==> src/rtl/ps2_scan_rx_if.sv <==
// Scancode event stream between ps2_scan_rx (master) and its consumer (slave).
// Carries the FIFO head plus the valid/ready handshake.
interface ps2_scan_rx_if;
   logic       out_valid;
   logic       out_ready;
   logic [7:0] out_code;
   logic       out_ext;
   logic       out_brk;
   logic       out_err;

   modport master (output out_valid, out_code, out_ext, out_brk, out_err, input out_ready);
   modport slave  (input out_valid, out_code, out_ext, out_brk, out_err, output out_ready);
endinterface

==> src/rtl/ps2_scan_rx.sv <==
// PS/2 keyboard receiver: clock filter, 11-bit deframer, E0/F0 folding, FWFT event FIFO.
// Optional frame watchdog enabled by defining PS2_WATCHDOG_EN.
module ps2_scan_rx #(
   parameter int DEB_CYCLES     = 8,
   parameter int FIFO_DEPTH     = 8,
   parameter int TIMEOUT_CYCLES = 50000
) (
   input  logic                        computerClk,
   input  logic                        rst,
   input  logic                        PS2_KBCLK,
   input  logic                        PS2_KBDAT,
   ps2_scan_rx_if.master               evt,
   output logic [$clog2(FIFO_DEPTH):0] fifo_count,
   output logic                        overflow,
   output logic                        timeout
);
   localparam int DCW = (DEB_CYCLES > 2) ? $clog2(DEB_CYCLES) : 1;
   localparam int AW  = $clog2(FIFO_DEPTH);
   localparam int TW  = $clog2(TIMEOUT_CYCLES + 1);

   typedef enum logic [1:0] {IDLE, DATA, PARITY, STOP} state_t;

   function automatic logic frame_good(input logic [7:0] d, input logic p, input logic s);
      return (^{d, p}) & s;
   endfunction

   logic           kbclk_p0, kbclk_p1, kbdat_p0, kbdat_p1;
   logic           filt, filt_d, strobe;
   logic [DCW-1:0] deb_cnt;
   state_t         state, state_n;
   logic [2:0]     bit_cnt;
   logic [7:0]     shift;
   logic           par;
   logic           ext, brk, ext_n, brk_n;
   logic           push, abort, good;
   logic [10:0]    ev;
   logic [10:0]    mem [FIFO_DEPTH];
   logic [AW-1:0]  wr_ptr, rd_ptr;
   logic           full, pop, wr;

   // stage p0/p1: two-flop synchronisers
   always_ff @(posedge computerClk or posedge rst) begin
      if (rst) begin
         kbclk_p0 <= 1'b1;
         kbclk_p1 <= 1'b1;
         kbdat_p0 <= 1'b1;
         kbdat_p1 <= 1'b1;
      end else begin
         kbclk_p0 <= PS2_KBCLK;
         kbclk_p1 <= kbclk_p0;
         kbdat_p0 <= PS2_KBDAT;
         kbdat_p1 <= kbdat_p0;
      end
   end

   // filter stage: level changes only after DEB_CYCLES consecutive differing samples
   always_ff @(posedge computerClk or posedge rst) begin
      if (rst) begin
         filt    <= 1'b1;
         filt_d  <= 1'b1;
         strobe  <= 1'b0;
         deb_cnt <= '0;
      end else begin
         filt_d <= filt;
         strobe <= filt_d & ~filt;
         if (kbclk_p1 != filt) begin
            if (deb_cnt == DCW'(DEB_CYCLES - 1)) begin
               filt    <= kbclk_p1;
               deb_cnt <= '0;
            end else begin
               deb_cnt <= deb_cnt + 1'b1;
            end
         end else begin
            deb_cnt <= '0;
         end
      end
   end

`ifdef PS2_WATCHDOG_EN
   logic [TW-1:0] wd_cnt;
   assign abort = (state != IDLE) && !strobe && (wd_cnt == TW'(TIMEOUT_CYCLES));

   always_ff @(posedge computerClk or posedge rst) begin
      if (rst) begin
         wd_cnt  <= '0;
         timeout <= 1'b0;
      end else begin
         timeout <= abort;
         if (state == IDLE || strobe || abort) wd_cnt <= '0;
         else                                  wd_cnt <= wd_cnt + 1'b1;
      end
   end
`else
   assign abort   = 1'b0;
   assign timeout = 1'b0;
`endif

   assign good = frame_good(shift, par, kbdat_p1);
   assign ev   = {~good, ext, brk, shift};

   always_comb begin
      state_n = state;
      push    = 1'b0;
      ext_n   = ext;
      brk_n   = brk;
      if (abort) begin
         state_n = IDLE;
         ext_n   = 1'b0;
         brk_n   = 1'b0;
      end else if (strobe) begin
         case (state)
            IDLE:    if (!kbdat_p1) state_n = DATA;
            DATA:    if (bit_cnt == 3'd7) state_n = PARITY;
            PARITY:  state_n = STOP;
            STOP: begin
               state_n = IDLE;
               if (good && shift == 8'hE0) begin
                  ext_n = 1'b1;
               end else if (good && shift == 8'hF0) begin
                  brk_n = 1'b1;
               end else begin
                  push  = 1'b1;
                  ext_n = 1'b0;
                  brk_n = 1'b0;
               end
            end
            default: state_n = IDLE;
         endcase
      end
   end

   // frame stage: control state and prefix flags
   always_ff @(posedge computerClk or posedge rst) begin
      if (rst) begin
         state   <= IDLE;
         ext     <= 1'b0;
         brk     <= 1'b0;
         bit_cnt <= '0;
      end else begin
         state <= state_n;
         ext   <= ext_n;
         brk   <= brk_n;
         if (strobe && state == IDLE) bit_cnt <= '0;
         else if (strobe && state == DATA) bit_cnt <= bit_cnt + 1'b1;
      end
   end

   always_ff @(posedge computerClk) begin
      if (strobe && state == DATA)   shift <= {kbdat_p1, shift[7:1]};
      if (strobe && state == PARITY) par   <= kbdat_p1;
   end

   // write stage: FIFO; a push at full only lands if the head leaves in the same cycle
   assign full = (fifo_count == (AW+1)'(FIFO_DEPTH));
   assign pop  = evt.out_valid & evt.out_ready;
   assign wr   = push & (~full | pop);

   always_ff @(posedge computerClk) begin
      if (wr) mem[wr_ptr] <= ev;
   end

   always_ff @(posedge computerClk or posedge rst) begin
      if (rst) begin
         wr_ptr     <= '0;
         rd_ptr     <= '0;
         fifo_count <= '0;
         overflow   <= 1'b0;
      end else begin
         if (wr)  wr_ptr <= wr_ptr + 1'b1;
         if (pop) rd_ptr <= rd_ptr + 1'b1;
         case ({wr, pop})
            2'b10:   fifo_count <= fifo_count + 1'b1;
            2'b01:   fifo_count <= fifo_count - 1'b1;
            default: fifo_count <= fifo_count;
         endcase
         if (push && !wr) overflow <= 1'b1;
      end
   end

   assign evt.out_valid = (fifo_count != '0);
   assign evt.out_code  = evt.out_valid ? mem[rd_ptr][7:0] : 8'h00;
   assign evt.out_brk   = evt.out_valid ? mem[rd_ptr][8]   : 1'b0;
   assign evt.out_ext   = evt.out_valid ? mem[rd_ptr][9]   : 1'b0;
   assign evt.out_err   = evt.out_valid ? mem[rd_ptr][10]  : 1'b0;
endmodule

==> src/flat_wrapper.sv <==
// flat-port wrapper written by rule: the top's interface ports become plain ports
module ps2_scan_rx_flat 
#(
   parameter int DEB_CYCLES     = 8,
   parameter int FIFO_DEPTH     = 8,
   parameter int TIMEOUT_CYCLES = 50000
)
  (computerClk, rst, PS2_KBCLK, PS2_KBDAT, fifo_count, overflow, timeout, evt_out_valid, evt_out_code, evt_out_ext, evt_out_brk, evt_out_err, evt_out_ready);
  ps2_scan_rx_if evt_i ();
  input  logic computerClk;
  input  logic rst;
  input  logic PS2_KBCLK;
  input  logic PS2_KBDAT;
  output logic [$clog2(FIFO_DEPTH):0] fifo_count;
  output logic overflow;
  output logic timeout;
  output wire logic [$bits(evt_i.out_valid)-1:0] evt_out_valid;
  output wire logic [$bits(evt_i.out_code)-1:0] evt_out_code;
  output wire logic [$bits(evt_i.out_ext)-1:0] evt_out_ext;
  output wire logic [$bits(evt_i.out_brk)-1:0] evt_out_brk;
  output wire logic [$bits(evt_i.out_err)-1:0] evt_out_err;
  input wire logic [$bits(evt_i.out_ready)-1:0] evt_out_ready;
  assign evt_out_valid = evt_i.out_valid;
  assign evt_out_code = evt_i.out_code;
  assign evt_out_ext = evt_i.out_ext;
  assign evt_out_brk = evt_i.out_brk;
  assign evt_out_err = evt_i.out_err;
  assign evt_i.out_ready = evt_out_ready;
  ps2_scan_rx #(.DEB_CYCLES(DEB_CYCLES), .FIFO_DEPTH(FIFO_DEPTH), .TIMEOUT_CYCLES(TIMEOUT_CYCLES)) u_core (.computerClk(computerClk), .rst(rst), .PS2_KBCLK(PS2_KBCLK), .PS2_KBDAT(PS2_KBDAT), .evt(evt_i), .fifo_count(fifo_count), .overflow(overflow), .timeout(timeout));
endmodule
==> config.mk <==
export PLATFORM = sky130hd
export DESIGN_NAME = ps2_scan_rx_flat
export DESIGN_NICKNAME = d
export VERILOG_FILES = /design/src/rtl/ps2_scan_rx_if.sv /design/src/rtl/ps2_scan_rx.sv /design/src/flat_wrapper.sv
export SDC_FILE = /design/constraint.sdc
export NUM_CORES = 1
export LEC_CHECK = 0
export ABC_AREA = 1
export CORE_MARGIN = 3
export CORE_UTILIZATION = 57
export DETAILED_ROUTE_END_ITERATION = 16
export DONT_BUFFER_PORTS = 1
export MAX_ROUTING_LAYER = met4
export PLACE_DENSITY = 0.79
export REMOVE_ABC_BUFFERS = 1
export SYNTH_ARGS = -nofsm -noshare
export SYNTH_HDL_FRONTEND = slang
export SYNTH_SLANG_ARGS = --single-unit
==> constraint.sdc <==
create_clock -name computerClk -period 2.55 [get_ports computerClk]
set_input_delay 0.3825 -clock computerClk [delete_from_list [all_inputs] [get_ports computerClk]]
set_output_delay 0.3825 -clock computerClk [all_outputs]
set_load 0.05 [all_outputs]
==> metrics.yaml <==
cts_tree: "done"
power.leakage_nw: 2.66
synth_most_common_cell: "edfxtp_1"
grt_usage_pct: 23.7
syn_to_final_growth_pct: 25.9
gp_congestion: 0.811
rows: 34
synth_top_area_share_pct: 54.9
synthAdderAreaFrac_pct: 3.44
critPathCaptureType: "output pin"
dieArea_um2: 10500
routedWlPerCell_um: 18.8
fillers: 491
cp.arrival_ns: 2.20
nets: 552
synth_xor_xnor_area_share_pct: 1.13
die_w_um: 102
peakVddDrop_mv: 0.578
h-tree-depth: 4
setup_slack_ns: -0.0354
synth.avg_cell_area_um2: 11.5
final_core_util_pct: 75.1
syn_inst: 462
tightestPinTransition_ns: 0.574
numPortBuffers: 0
ys.flop_type: "edfxtp_1"
rsz0062_at_grt: "true"
yosys_register_bits: 125
antenna_left: 0
synth_common_cells: "97 x edfxtp_1, 84 x nor2_1, 62 x o21ai_0"
post_drt_via_cell_ratio: 5.79
grt_overflow_total: 0
grt_max_degree: 47
r2r_slack_ns: 0.04
clk_pin_slew_ns: 0.06
root_buffer: "clkbuf_8"
hp-class: "primary input to flip-flop"
synth_edf_count: 97
placed_area_um2: 5760
synth_simple_gate_area_share_pct: 13.2
powerDensity_nw_per_um2: 1200
worstPathMaxFanout: 14
die-height_um: 102
slew_headroom_pct: 61.6
synth_top_area_cell: "edfxtp_1"
grt_pass1_wl_mm: 18.0
hpwlAfterDp_mm: 6.76
maxCapViolations: 0
drive_above_1_share_pct: 26.2
drtIter0Drc: 361
async_flop_share_pct: 22.4
initial_utilization_pct: 59.7
cp-start-kind: "flip-flop"
finalPower_mw: 7.99
clockBufferDepth: 2
max_freq_mhz: 387
antenna_found_initial: 0
stdcell_area_um2: 6680
synth_cell_type_count: 36
layout_min_cycle_time_ns: 2.59
synth_top_family_by_area: "simple AND/OR/NAND/NOR gates"
dr.pass1.iters: 5
hold_viol: 0
skew_ns: 0.00828
status: "complete, but fails checks"
critical_path_class: "flip-flop to output pin"
synth_warnings: 0
drc: 0
synthTopCellsByArea: "edfxtp_1 55%, dfrtp_1 10%, nor2_1 5.9%"
synth_compound_gate_area_share_pct: 9.34
ys_seq_area_share_pct: 68.3
clk_latency_ns: 0.51
routed_wl_mm: 12.3
cp_data_required_time_ns: 2.17
fin_crit_sh_pct: 101
vias: 3789
fin_setup_tns_ns: -0.0354
drv_slew: 0
grt_pass1_vias: 3647
core_area_um2: 8890
netlist_area_um2: 5300
numCtsBuffers: 17
ios: 23
dp.cells: 598
violations: "setup timing"
antenna_cells: 0
layout.cells.non_filler: 654
finalSetupViolations: 1
muxShareOfSynthArea_pct: 0.212
cts.sinks: 125
[layout by cell type, fill, tap and decap left out, types with 2 or more instances in the layout]
cell type	instances
buf_6	3
clkinvlp_4	2
dlygate4sd3_1	3
edfxtp_1	97
dfstp_2	6
o21ai_0	62
clkinv_2	4
nor3_1	2
nand2_2	13
xnor2_1	2
nor2_4	2
nor2_1	83
o22ai_1	12
a21oi_1	3
inv_6	2
bufinv_16	3
buf_12	6
nand2_1	41
xor2_1	3
buf_4	56
dfrtp_2	2
nor2_2	2
nand4_1	2
nand3_2	4
nand3_1	7
clkbuf_16	17
inv_2	7
dfrtp_1	20
inv_1	35
clkinv_4	4
a31oi_1	11
ha_1	12
[worst paths after layout]
kind	endpoint	depth (start not counted)	startpoint
setup / recovery	evt_out_code[3]	7	u_core.rd_ptr[0]
hold / removal	u_core.overflow	3	evt_out_ready
setup reg to reg	u_core.mem[0][5]	15	u_core.shift[1]
hold reg to reg	u_core.kbdat_p1	0	u_core.kbdat_p0
max in group asynchronous	u_core.kbclk_p1	3	rst
min in group asynchronous	u_core.overflow	3	rst
[registers in the layout, summed over array words and instances (netlist names), 2 cells and up]
name and count:
u_core.rd_ptr 3, u_core.state 2, u_core.mem 88, u_core.fifo_count 4, u_core.bit_cnt 3, u_core.shift 8
u_core.wr_ptr 3, u_core.deb_cnt 3
[metal layers]
| layer | GRT usage (%) | part of all wire, % | vias to the layer above |
|---|---|---|---|
| met3 | 5.53 | 7.7 | 46 |
| met5 | - | 0 | - |
| met2 | 38.2 | 50 | 185 |
| li1 | - | - | 1742 |
| met4 | 9.69 | 3.9 | 0 |
| met1 | 29.0 | 38 | 1816 |
[worst max-delay path: stages, from the launching register on]
cell and delay [ns]:
dfrtp_2 0.48, inv_6 0.09, buf_6 0.16, o21ai_0 0.25, o22ai_1 0.13, o21ai_0 0.28
a31oi_1 0.09, buf_4 0.21
[final cells by class]
type / count / area (µm²) / share of cell area, %
Multi-Input combinational cell: 277 / 1530 / 23.0
Tap cell: 108 / 135 / 2.02
Sequential cell: 125 / 3620 / 54.3
Clock inverter: 14 / 169 / 2.53
Inverter: 43 / 166 / 2.49
Timing Repair Buffer: 69 / 629 / 9.43
Clock buffer: 18 / 418 / 6.26
[where the power goes]
group	total [mW]	switching (mW)	internal (mW)
clock	2.37	0.885	1.49
sequential	2.54	0.145	2.40
combinational	3.08	2.05	1.03
[cell families after synthesis]
kind of cell	after synthesis
AOI/OAI and AO/OA	92
other	1
adders and majority gates	14
buffers and inverters	60
xor gates and xnor gates	6
muxes	1
and+or+nand+nor	163
DFF	125
[timing repair]
| item | in CTS | in global routing |
|---|---|---|
| hold endpoints to repair | 24 | 0 |
| gates cloned | 0 | 1 |
| hold buffers | 3 | 0 |
| endpoints found under the setup margin | 12 | 102 |
| setup buffers | 7 | 13 |
| resized for setup | 5 | 32 |
| pin swaps | 1 | 6 |
[through the flow]
step | setup WS, ns | hold WS (ns)
after global routing | -0.0984 | 0.235
after global placement | 0.0790 | 0.350
after CTS | 0.00785 | 0.174
final | -0.0354 | 0.197
after floorplan | -0.454 | 0.345
after detailed placement | -0.0564 | 0.347
Power figures use the tool's default switching activity.
==> patch: new RTL, config.mk and constraints unchanged <==
`DEB_CYCLES` is set to 8 in 2 places; all go to 32.
--- a/src/rtl/ps2_scan_rx.sv
+++ b/src/rtl/ps2_scan_rx.sv
@@ -3,3 +3,3 @@
 module ps2_scan_rx #(
-   parameter int DEB_CYCLES     = 8,
+   parameter int DEB_CYCLES     = 32,
    parameter int FIFO_DEPTH     = 8,
--- a/src/flat_wrapper.sv
+++ b/src/flat_wrapper.sv
@@ -3,3 +3,3 @@
 #(
-   parameter int DEB_CYCLES     = 8,
+   parameter int DEB_CYCLES     = 32,
    parameter int FIFO_DEPTH     = 8,
Formal check against the unedited RTL: no difference found for any inputs over 10 cycles, from zero or initial values and one cycle with rst high; that may be too few to reach the edited logic, so the function may still have changed.
==> patch against the unedited design <==
- the run still ends with setup timing left
- total power fell by 8.7%
- count of clock-buffer cells in the layout rose by 1
- sequential power fell by 7.9%
- worst setup slack got worse by 0.0023 ns
- synthesized area rose by 1.4%
- core utilization fell by 0.72 points
- fmax barely moved
- routed wire length fell by 4.5%
- sequential cell count rose by 2
- global-route usage fell by 0.23 points
- worst hold slack improved by 0.073 ns
- final area fell by 0.49%
- largest cell class unchanged
==> patch: results (changes against the unedited design) <==
Yosys cell types -> 38 (+5.6%)
final setup fails -> 1 (unchanged)
first-pass GRT wire length -> 17.70 mm (-1.6%)
Setup Total Neg Slack -> -0.03769 ns (-0.002315 ns)
asr flop ratio synth -> 0.2362 (+0.01222)
placed cells -> 603 (+0.84%)
via/cell ratio -> 5.750 (-0.75%)
Final #Nets -> 542 (-1.8%)
Regs by FF count -> u_core.mem: 88 flops, u_core.shift: 8 flops, u_core.deb_cnt: 5 flops
failing checks -> setup timing
status -> complete, but fails checks
RePlAce Congestion -> 0.8806 (+8.6%)
WL/cell -> 18.20 um (-3.1%)
Clock Skews -> 0.005139 ns (-0.003138 ns)
Pint -> 0.004526 W (-7.9%)
CP Data Arrival Time -> 2.99 ns (+0.79 ns)
post-synthesis sequential area ratio -> 0.6826 (about the same)
post-route setup slack -> -0.03769 ns (-0.002315 ns)
hold path depth -> 4 (+1)
HPWL after detailed placement -> 7.052 mm (+4.3%)
synth top area cells -> edfxtp_1 54%, dfrtp_1 11%, nor2_1 6.1%
Final Non-Filler Cells -> 644 (-1.5%)
Clk pwr share -> 0.308 (+0.011)
Avg Cell Area, Syn -> 11.52 sq um (+0.31%)
post_cts resized -> 3 (-2)
Synth top cells by count -> 97 x edfxtp_1, 88 x nor2_1, 62 x o21ai_0, 50 x nand2_1, 37 x inv_1
Max transition margin -> 0.5233 (-0.09272)
worst ir drop on vdd -> 0.0006799 V (+18%)
share of post-route cells with drive strength above 1 -> 0.2351 (-0.02683)
Pleak -> 2.586 nW (-2.7%)
largest net degree at the start of global routing -> 33 (-30%)
Worst Path Max Fanout -> 5 (-9)
sequential power -> 0.00234 W (-7.9%)
Tightest Hold Check Type -> in2reg
post-CTS setup repair buffer count -> 0 (-7)
number of CTS-inserted buffers -> 17 (unchanged)
R2R depth -> 23 (+8)
[patch: cell types whose count changed in the layout (fill, tap and decap cells not counted), sizes merged, moves of 2 or more]
cell      delta
buf         -14
clkinvlp     +8
nor2         +8
clkinv       -6
inv          -6
dfrtp        +2
nand4        -2
nor3         -2
or2          +2
[patch: final timing paths]
kind / start / endpoint / slack (ns)
max: u_core.shift[5] / u_core.fifo_count[3] / -0.04
min: evt_out_ready / u_core.overflow / 0.27
max reg2reg: u_core.shift[5] / u_core.fifo_count[3] / -0.04
min reg2reg: u_core.kbdat_p0 / u_core.kbdat_p1 / 0.36
max in group asynchronous: rst / u_core.kbdat_p0 / 1.85
min in group asynchronous: rst / u_core.deb_cnt[0] / 0.38
[patch: cells by family (layout without fill, tap and decap cells)]
group | count (synthesis) | in the layout | share of synthesized area
muxes | 1 | 1 | 0.002094
buffers and inverters | 56 | 125 | 0.03978
and+or+nand+nor | 169 | 169 | 0.1375
xor gates and xnor gates | 7 | 7 | 0.01140
other | 1 | 1 | 0.0006973
adders and majority gates | 14 | 14 | 0.03397
AOI/OAI and AO/OA | 92 | 92 | 0.09190
DFF | 127 | 127 | 0.6826
[patch: critical path, cell delays in order (launching register included)]
cell      delay [ns]
edfxtp_1        0.43
inv_1           0.10
nand2_1         0.07
nand2_1         0.08
nand2_2         0.12
nand2_2         0.06
nand2_2         0.09
nand2_2         0.06
nand2_2         0.10
nand3_4         0.08
nor2_4          0.14
nor2_4          0.06
nand2_4         0.11
nand2_4         0.08
inv_4           0.10
ha_4            0.21
a21oi_2         0.16
nand2_2         0.09
nand3_2         0.08
nand2_2         0.06
nand2_1         0.06
nand2_1         0.05
nand2_1         0.06
inv_1           0.04
[patch: metrics by stage]
| step | total power (W) | worst slack (ns) | instance area (sq um) |
|---|---|---|---|
| after CTS | 0.007151 | 0.001120 | 6474 |
| after detailed placement | 0.004869 | -0.02407 | 5858 |
| final | 0.007293 | -0.03769 | 6643 |
| after floorplan | 0.004086 | -0.4535 | 5310 |
| after global routing | 0.007637 | -0.2036 | 6643 |
| after global placement | 0.004811 | 0.1286 | 5858 |
[patch: layer usage]
| layer | track usage | routed length (um) | vias up |
|---|---|---|---|
| met1 | 0.2822 | 4619 | 1794 |
| met2 | 0.3740 | 6104 | 161 |
| met4 | 0.09163 | 223 | 0 |
| met5 | - | 0 | - |
| li1 | - | - | 1727 |
| met3 | 0.07240 | 774 | 21 |
[patch: final cells by class]
cell class,count,share of cell area
Inverter,39,0.02354
Tap cell,108,0.02034
Clock inverter,13,0.02128
Multi-Input combinational cell,284,0.2411
Sequential cell,127,0.5526
Clock buffer,19,0.06348
Timing Repair Buffer,54,0.07760
